$ cat src/rtl/round_scheduler.sv
`default_nettype none
// ============================================================================
//  Module   : round_scheduler
//  Purpose  : Multi-round game timer. Issues single-cycle tick enables at a
//             programmable period, counts ticks per round, idles for a fixed
//             gap between rounds and shortens the period each round.
//  Revision : 1.0 - initial release
// ============================================================================
module round_scheduler #(
    parameter int unsigned DIV_BASE        = 6250000,
    parameter int unsigned DIV_STEP        = 625000,
    parameter int unsigned DIV_MIN         = 1250000,
    parameter int unsigned ROUNDS          = 8,
    parameter int unsigned TICKS_PER_ROUND = 10,
    parameter int unsigned GAP_CYCLES      = 25000000
) (
    input  logic        iclk,
    input  logic        reset,
    input  logic        start,
    input  logic        pause,
    input  logic        abort,
    output logic        tick,
    output logic        round_end,
    output logic        done,
    output logic        busy,
    output logic [7:0]  round_num,
    output logic [15:0] tick_count,
    output logic [31:0] cur_div,
    output logic [2:0]  state
);

    typedef enum logic [2:0] {
        S_IDLE   = 3'd0,
        S_RUN    = 3'd1,
        S_PAUSED = 3'd2,
        S_GAP    = 3'd3,
        S_DONE   = 3'd4
    } state_t;

    localparam logic [31:0] c_DIV_BASE  = 32'(DIV_BASE);
    localparam logic [31:0] c_DIV_STEP  = 32'(DIV_STEP);
    localparam logic [31:0] c_DIV_MIN   = 32'(DIV_MIN);
    localparam logic [7:0]  c_ROUNDS    = 8'(ROUNDS);
    localparam logic [15:0] c_TICKS     = 16'(TICKS_PER_ROUND);
    localparam logic [31:0] c_GAP_LAST  = 32'(GAP_CYCLES - 1);
    // Threshold at which subtracting one step still stays at or above the floor;
    // held in 33 bits so the sum itself cannot wrap.
    localparam logic [32:0] c_STEP_OK   = {1'b0, c_DIV_MIN} + {1'b0, c_DIV_STEP};

    state_t      r_state;
    state_t      w_state_nxt;
    logic [31:0] r_cnt;
    logic [31:0] w_cnt_nxt;
    logic [31:0] r_gap;
    logic [31:0] w_gap_nxt;
    logic        w_tick_nxt;
    logic        w_round_end_nxt;
    logic        w_done_nxt;
    logic        w_busy_nxt;
    logic [7:0]  w_round_nxt;
    logic [15:0] w_tc_nxt;
    logic [15:0] w_tc_inc;
    logic [31:0] w_div_nxt;
    logic [31:0] w_div_shrunk;

    assign state        = r_state;
    assign w_tc_inc     = tick_count + 16'd1;
    assign w_div_shrunk = ({1'b0, cur_div} >= c_STEP_OK) ? (cur_div - c_DIV_STEP) : c_DIV_MIN;

    // Next-state and next-output decode; abort overrides pause, pause overrides counting
    always_comb begin
        w_state_nxt     = r_state;
        w_cnt_nxt       = r_cnt;
        w_gap_nxt       = r_gap;
        w_tick_nxt      = 1'b0;
        w_round_end_nxt = 1'b0;
        w_round_nxt     = round_num;
        w_tc_nxt        = tick_count;
        w_div_nxt       = cur_div;

        if (abort) begin
            w_state_nxt = S_IDLE;
            w_cnt_nxt   = 32'd0;
            w_gap_nxt   = 32'd0;
            w_round_nxt = 8'd0;
            w_tc_nxt    = 16'd0;
            w_div_nxt   = c_DIV_BASE;
        end else begin
            case (r_state)
                S_IDLE, S_DONE: begin
                    if (start) begin
                        w_state_nxt = S_RUN;
                        w_cnt_nxt   = 32'd0;
                        w_gap_nxt   = 32'd0;
                        w_round_nxt = 8'd1;
                        w_tc_nxt    = 16'd0;
                        w_div_nxt   = c_DIV_BASE;
                    end
                end
                // A paused game whose pause has dropped counts on that same edge
                S_RUN, S_PAUSED: begin
                    if (pause) begin
                        w_state_nxt = S_PAUSED;
                    end else begin
                        w_state_nxt = S_RUN;
                        if (r_cnt == cur_div - 32'd1) begin
                            w_cnt_nxt  = 32'd0;
                            w_tick_nxt = 1'b1;
                            w_tc_nxt   = w_tc_inc;
                            if (w_tc_inc == c_TICKS) begin
                                w_round_end_nxt = 1'b1;
                                w_gap_nxt       = 32'd0;
                                w_state_nxt     = (round_num < c_ROUNDS) ? S_GAP : S_DONE;
                            end
                        end else begin
                            w_cnt_nxt = r_cnt + 32'd1;
                        end
                    end
                end
                S_GAP: begin
                    if (r_gap == c_GAP_LAST) begin
                        w_state_nxt = S_RUN;
                        w_gap_nxt   = 32'd0;
                        w_cnt_nxt   = 32'd0;
                        w_tc_nxt    = 16'd0;
                        w_round_nxt = round_num + 8'd1;
                        w_div_nxt   = w_div_shrunk;
                    end else begin
                        w_gap_nxt = r_gap + 32'd1;
                    end
                end
                default: begin
                    w_state_nxt = S_IDLE;
                end
            endcase
        end

        w_done_nxt = (w_state_nxt == S_DONE);
        w_busy_nxt = (w_state_nxt == S_RUN) || (w_state_nxt == S_PAUSED) || (w_state_nxt == S_GAP);
    end

    // State and registered outputs, cleared asynchronously
    always_ff @(posedge iclk or posedge reset) begin
        if (reset) begin
            r_state    <= S_IDLE;
            r_cnt      <= 32'd0;
            r_gap      <= 32'd0;
            tick       <= 1'b0;
            round_end  <= 1'b0;
            done       <= 1'b0;
            busy       <= 1'b0;
            round_num  <= 8'd0;
            tick_count <= 16'd0;
            cur_div    <= c_DIV_BASE;
        end else begin
            r_state    <= w_state_nxt;
            r_cnt      <= w_cnt_nxt;
            r_gap      <= w_gap_nxt;
            tick       <= w_tick_nxt;
            round_end  <= w_round_end_nxt;
            done       <= w_done_nxt;
            busy       <= w_busy_nxt;
            round_num  <= w_round_nxt;
            tick_count <= w_tc_nxt;
            cur_div    <= w_div_nxt;
        end
    end

endmodule
`default_nettype wire

$ cat config.mk
export PLATFORM = sky130hd
export DESIGN_NAME = round_scheduler
export DESIGN_NICKNAME = d
export VERILOG_FILES = /design/src/rtl/round_scheduler.sv
export SDC_FILE = /design/constraint.sdc
export NUM_CORES = 1
export LEC_CHECK = 0
export CAP_MARGIN = 40
export CORE_ASPECT_RATIO = 1.1
export CORE_MARGIN = 3
export CORE_UTILIZATION = 50
export DETAILED_ROUTE_END_ITERATION = 16
export PLACE_DENSITY = 0.7
export SYNTH_ARGS = -nofsm -noshare
export SYNTH_HDL_FRONTEND = slang
export SYNTH_SLANG_ARGS = --single-unit
export TNS_END_PERCENT = 30
$ cat constraint.sdc
create_clock -name iclk -period 9.55 [get_ports iclk]
set_input_delay 1.91 -clock iclk [delete_from_list [all_inputs] [get_ports iclk]]
set_output_delay 1.91 -clock iclk [all_outputs]
set_load 0.02 [all_outputs]
==> summary by stage <==
Synthesis
After synthesis, the share of flip-flops with an asynchronous set or reset is 100%. The post-synthesis cell area is around 8000 sq um. The synthesized netlist contains 74 unique library cells. Ranked by instance count, the synthesized netlist is headed by sky130_fd_sc_hd__dfrtp_1 (112), sky130_fd_sc_hd__nor2_1 (109), sky130_fd_sc_hd__nand2_1 (95).

Sequential elements use 38.5% of the synthesized area. The average instance in the mapped netlist occupies a little over 8 sq um. In the post-synthesis netlist, the cell with the most instances is sky130_fd_sc_hd__dfrtp_1. The portion of synthesized cell area occupied by the leading cell type is 34.6%. The total of warnings raised by yosys is 0. The total of flip-flops plus latches after synthesis is 124. Counting flops with a built-in enable in the synthesized netlist gives 0. The dominant cell type by area after synthesis is sky130_fd_sc_hd__dfrtp_1.

Counting every instance in the synthesized netlist gives 984. Yosys attributes the largest share of cell area to sky130_fd_sc_hd__dfrtp_1 (35%), sky130_fd_sc_hd__nor2_1 (5.1%), sky130_fd_sc_hd__xnor2_1 (4.9%). The predominant post-synthesis flop cell is sky130_fd_sc_hd__dfrtp_1.

Die
The vertical die dimension is 139 um. The floorplan step defined a core boundary enclosing 15800 sq um. The floorplan step defined a die boundary enclosing about 18000 sq um. The number of top-level design ports is 68. The initial utilization of the core area, before any placement, comes to 51.2%. The number of rows created at floorplan is 48. The floorplan die width is 127 um.

CTS
The buffer cell driving the clock tree root is sky130_fd_sc_hd__clkbuf_16. Once the clock tree was built, the resizer swapped 0 gates to a different size. The TritonCTS clock tree is yes. The number of buffers inserted during clock tree synthesis is 17. The deepest clock path buffer count is 2. CTS built an H-tree with a depth of 4. The number of hold buffers added after CTS was 0. At the later pin of the worst-skew pair, clock insertion delay measures around 0.43 ns. The post-CTS clock slew at the launch and capture registers of the worst setup and hold paths is 0.05 ns. The buffers inserted during post-CTS setup optimization is 0. The number of sinks driven by the clock tree is 124.

Timing
Timing would allow up to 214 MHz. Setup repair after global routing left no endpoint under its margin. At the pin with the least slew margin, the transition time is 0.809 ns.

Subtracting the final worst setup slack from the clock period gives roughly 4.7 ns. The count of final hold-check violations is 0. Setup violations remaining at the end of the flow were counted as 0.

The worst hold margin is 0.493 ns. The headroom to the max-slew limit is 45.9%. The final period utilization is 48.9%.

The sum of negative setup slack is 0 ns. The final count of pins violating max slew is 0. The worst setup skew after layout is 0.0117 ns.

Detailed routing
After detailed routing, the number of vias per cell comes to 6.11. The met2 layer wire length in the routed design is ~9900 um. The remaining design rule violation count is 0. The detail-routed net length per standard cell is 16.7 um. The via count is 7555.

Wires add up to ~21000 um. For this block, wires on met1 add up to ~9500 um. Once detail routing completed, the nets flagged for antenna violations numbered 0. The uppermost signal routing layer after detailed routing is met4.

The routed design uses a little under 800 um of met3 wire. The first routing iteration left 598 violations. The first-pass iteration count of the detailed router is 5.

Final layout
The final-stage net count is 1035. Once layout is complete, the cells apart from fillers number between 1000 and 1500. The post-synthesis to final-layout area growth is 17.4%. Of the cells placed in the final design, the portion with a size suffix greater than 1 is 8.10%. The number of antenna diodes is 0. The count of filler cells inserted in the layout is approximately 1500.

Pwr
The analysis attributes to net switching a power of 410 uW. VDD sags by at most between 0.1 and 0.15 mV. The proportion of power drawn by the clock network is 46.5%. Sequential cells account for 40.0% of the total power.

The share of power burned in combinational logic is a little over an eighth. The analysis attributes to cell leakage a power of ~0.0038 uW. The power per cell area is 153 nW/um^2.

The internal power of the cells totals 1040 uW. In this run switching power makes up 28.3% of total power.

Worst setup path
The data required time of the critical path is 9.89 ns. The worst register-to-register path has a setup slack of 4.88 ns. The sort of element at the end of the critical path is a flop.

For the worst setup path, the data arrival time is approximately 5.0 ns. STA classifies the critical path startpoint as a flop. The start-to-end type of the worst setup path is flop to flop. Along the worst path, the maximum fanout reaches 17.

Global route
The largest net degree at the start of global routing is 58. The overall overflow remaining after global route is 0. For this run, the total global-route usage over all layers was measured as about a quarter. The initial antenna violation count came to 0. The number of global-route vias before repair is 7099. The first global-routing pass estimated 35400 um of wire.

Place
The wire-length estimate of the detail-placed layout is between 10000 and 15000 um. Counting tap cells, the placed design contains a total of 1205 instances. The count of input and output buffers is 64. The final weighted congestion in routability-driven placement is slightly below 0.9.

Run
The max-cap violation count is 0.

Min path
The class of the tightest hold or removal check is flop to flop.

Outcome
The flow ran to the end, and the final reports show no timing, DRC or antenna violations.
==> final timing paths <==
kind | depth (start not counted) | startpoint | to
max | 11 | cur_div[3] | r_gap[15]
min | 1 | r_gap[18] | r_gap[18]
max reg2reg | 11 | cur_div[3] | r_gap[15]
min reg2reg | 1 | r_gap[18] | r_gap[18]
max in group asynchronous | 4 | reset | cur_div[4]
min in group asynchronous | 2 | reset | r_gap[20]
==> stage by stage <==
stage	power [uW]	util (%)	cell area [sq um]	setup slack (ns)
finish	1450	60.2	9500	4.88
global route	1510	60.2	9500	4.63
CTS	1460	60.2	9500	4.87
detailed placement	784	56.3	8880	4.46
global placement	781	55.9	8830	4.33
floorplan	716	-	8100	4.36
==> cell type report <==
| cell class | instances | area [sq um] | share of cell area (%) |
|---|---|---|---|
| multi-input cells | 779 | 4660 | 49.1 |
| flip-flops and latches | 124 | 3120 | 32.8 |
| clock buffers | 19 | 453 | 4.77 |
| well taps | 200 | 250 | 2.63 |
| clock inverters | 13 | 166 | 1.75 |
| repair buffers | 76 | 752 | 7.91 |
| inverters | 26 | 100 | 1.05 |
==> power groups by stage <==
| stage | clock network (uW) | registers [uW] | logic [uW] |
|---|---|---|---|
| CTS | 687 | 579 | 196 |
| detailed placement | 0 | 588 | 195 |
| global placement | 0 | 588 | 193 |
| finish | 674 | 580 | 196 |
| global route | 712 | 584 | 218 |
| floorplan | 0 | 581 | 136 |
==> kinds of logic (layout without fill, tap and decap cells) <==
family / Yosys count / in the layout / share of synthesized area, %
AND/OR/NAND/NOR: 467 / 467 / 30.3
buffers and inverters: 83 / 134 / 4.07
XOR/XNOR: 77 / 77 / 8.33
flip-flops: 124 / 124 / 38.5
AO/OA/AOI/OAI: 223 / 223 / 17.4
multiplexers: 3 / 3 / 0.387
other: 1 / 3 / 0.0463
adder cells (fa/ha/maj): 6 / 6 / 0.928
==> state kept, by name, indices dropped and copies added (netlist names) <==
signal / count
round_end: 1
tick: 1
tick_count: 16
busy: 1
r_gap: 32
round_num: 8
cur_div: 29
r_cnt: 32
state: 3
done: 1
==> critical path: stages, from the launching register on <==
cell,delay [ns]
sky130_fd_sc_hd__dfrtp_1,0.51
sky130_fd_sc_hd__inv_1,0.11
sky130_fd_sc_hd__ha_1,0.35
sky130_fd_sc_hd__nand2b_1,0.14
sky130_fd_sc_hd__or4_1,0.73
sky130_fd_sc_hd__o21a_1,0.26
sky130_fd_sc_hd__or4_1,0.50
sky130_fd_sc_hd__a32o_1,0.33
sky130_fd_sc_hd__or4_4,0.59
sky130_fd_sc_hd__a21o_1,0.37
sky130_fd_sc_hd__or4_1,0.54
sky130_fd_sc_hd__a21oi_1,0.16
==> per-layer routing <==
metal  global-route usage [%]  vias to the layer above
li1                         -                     3676
met1                     33.2                     3658
met2                     39.1                      190
met3                     3.88                       31
met4                     9.09                        0
met5                        0                        -
==> layout by cell type, fill, tap and decap left out, types with 9 or more instances in the layout <==
cell type and count:
sky130_fd_sc_hd__dfrtp_1 112, sky130_fd_sc_hd__nor2_1 108, sky130_fd_sc_hd__nand2_1 95, sky130_fd_sc_hd__o21ai_0 73
sky130_fd_sc_hd__clkdlybuf4s50_1 64, sky130_fd_sc_hd__nand3_1 59, sky130_fd_sc_hd__a21oi_1 51, sky130_fd_sc_hd__xnor2_1 45
sky130_fd_sc_hd__xor2_1 32, sky130_fd_sc_hd__and3_1 27, sky130_fd_sc_hd__nand4_1 26, sky130_fd_sc_hd__inv_1 25
sky130_fd_sc_hd__or4_1 24, sky130_fd_sc_hd__nor3_1 23, sky130_fd_sc_hd__o31ai_1 21, sky130_fd_sc_hd__or3_1 19
sky130_fd_sc_hd__nor4_1 18, sky130_fd_sc_hd__clkbuf_16 17, sky130_fd_sc_hd__and2_1 12, sky130_fd_sc_hd__dfstp_2 12
sky130_fd_sc_hd__or2_2 10, sky130_fd_sc_hd__o211ai_1 9, sky130_fd_sc_hd__a31oi_1 9, sky130_fd_sc_hd__buf_4 9
Note: power is estimated with default switching activity, not from simulation.
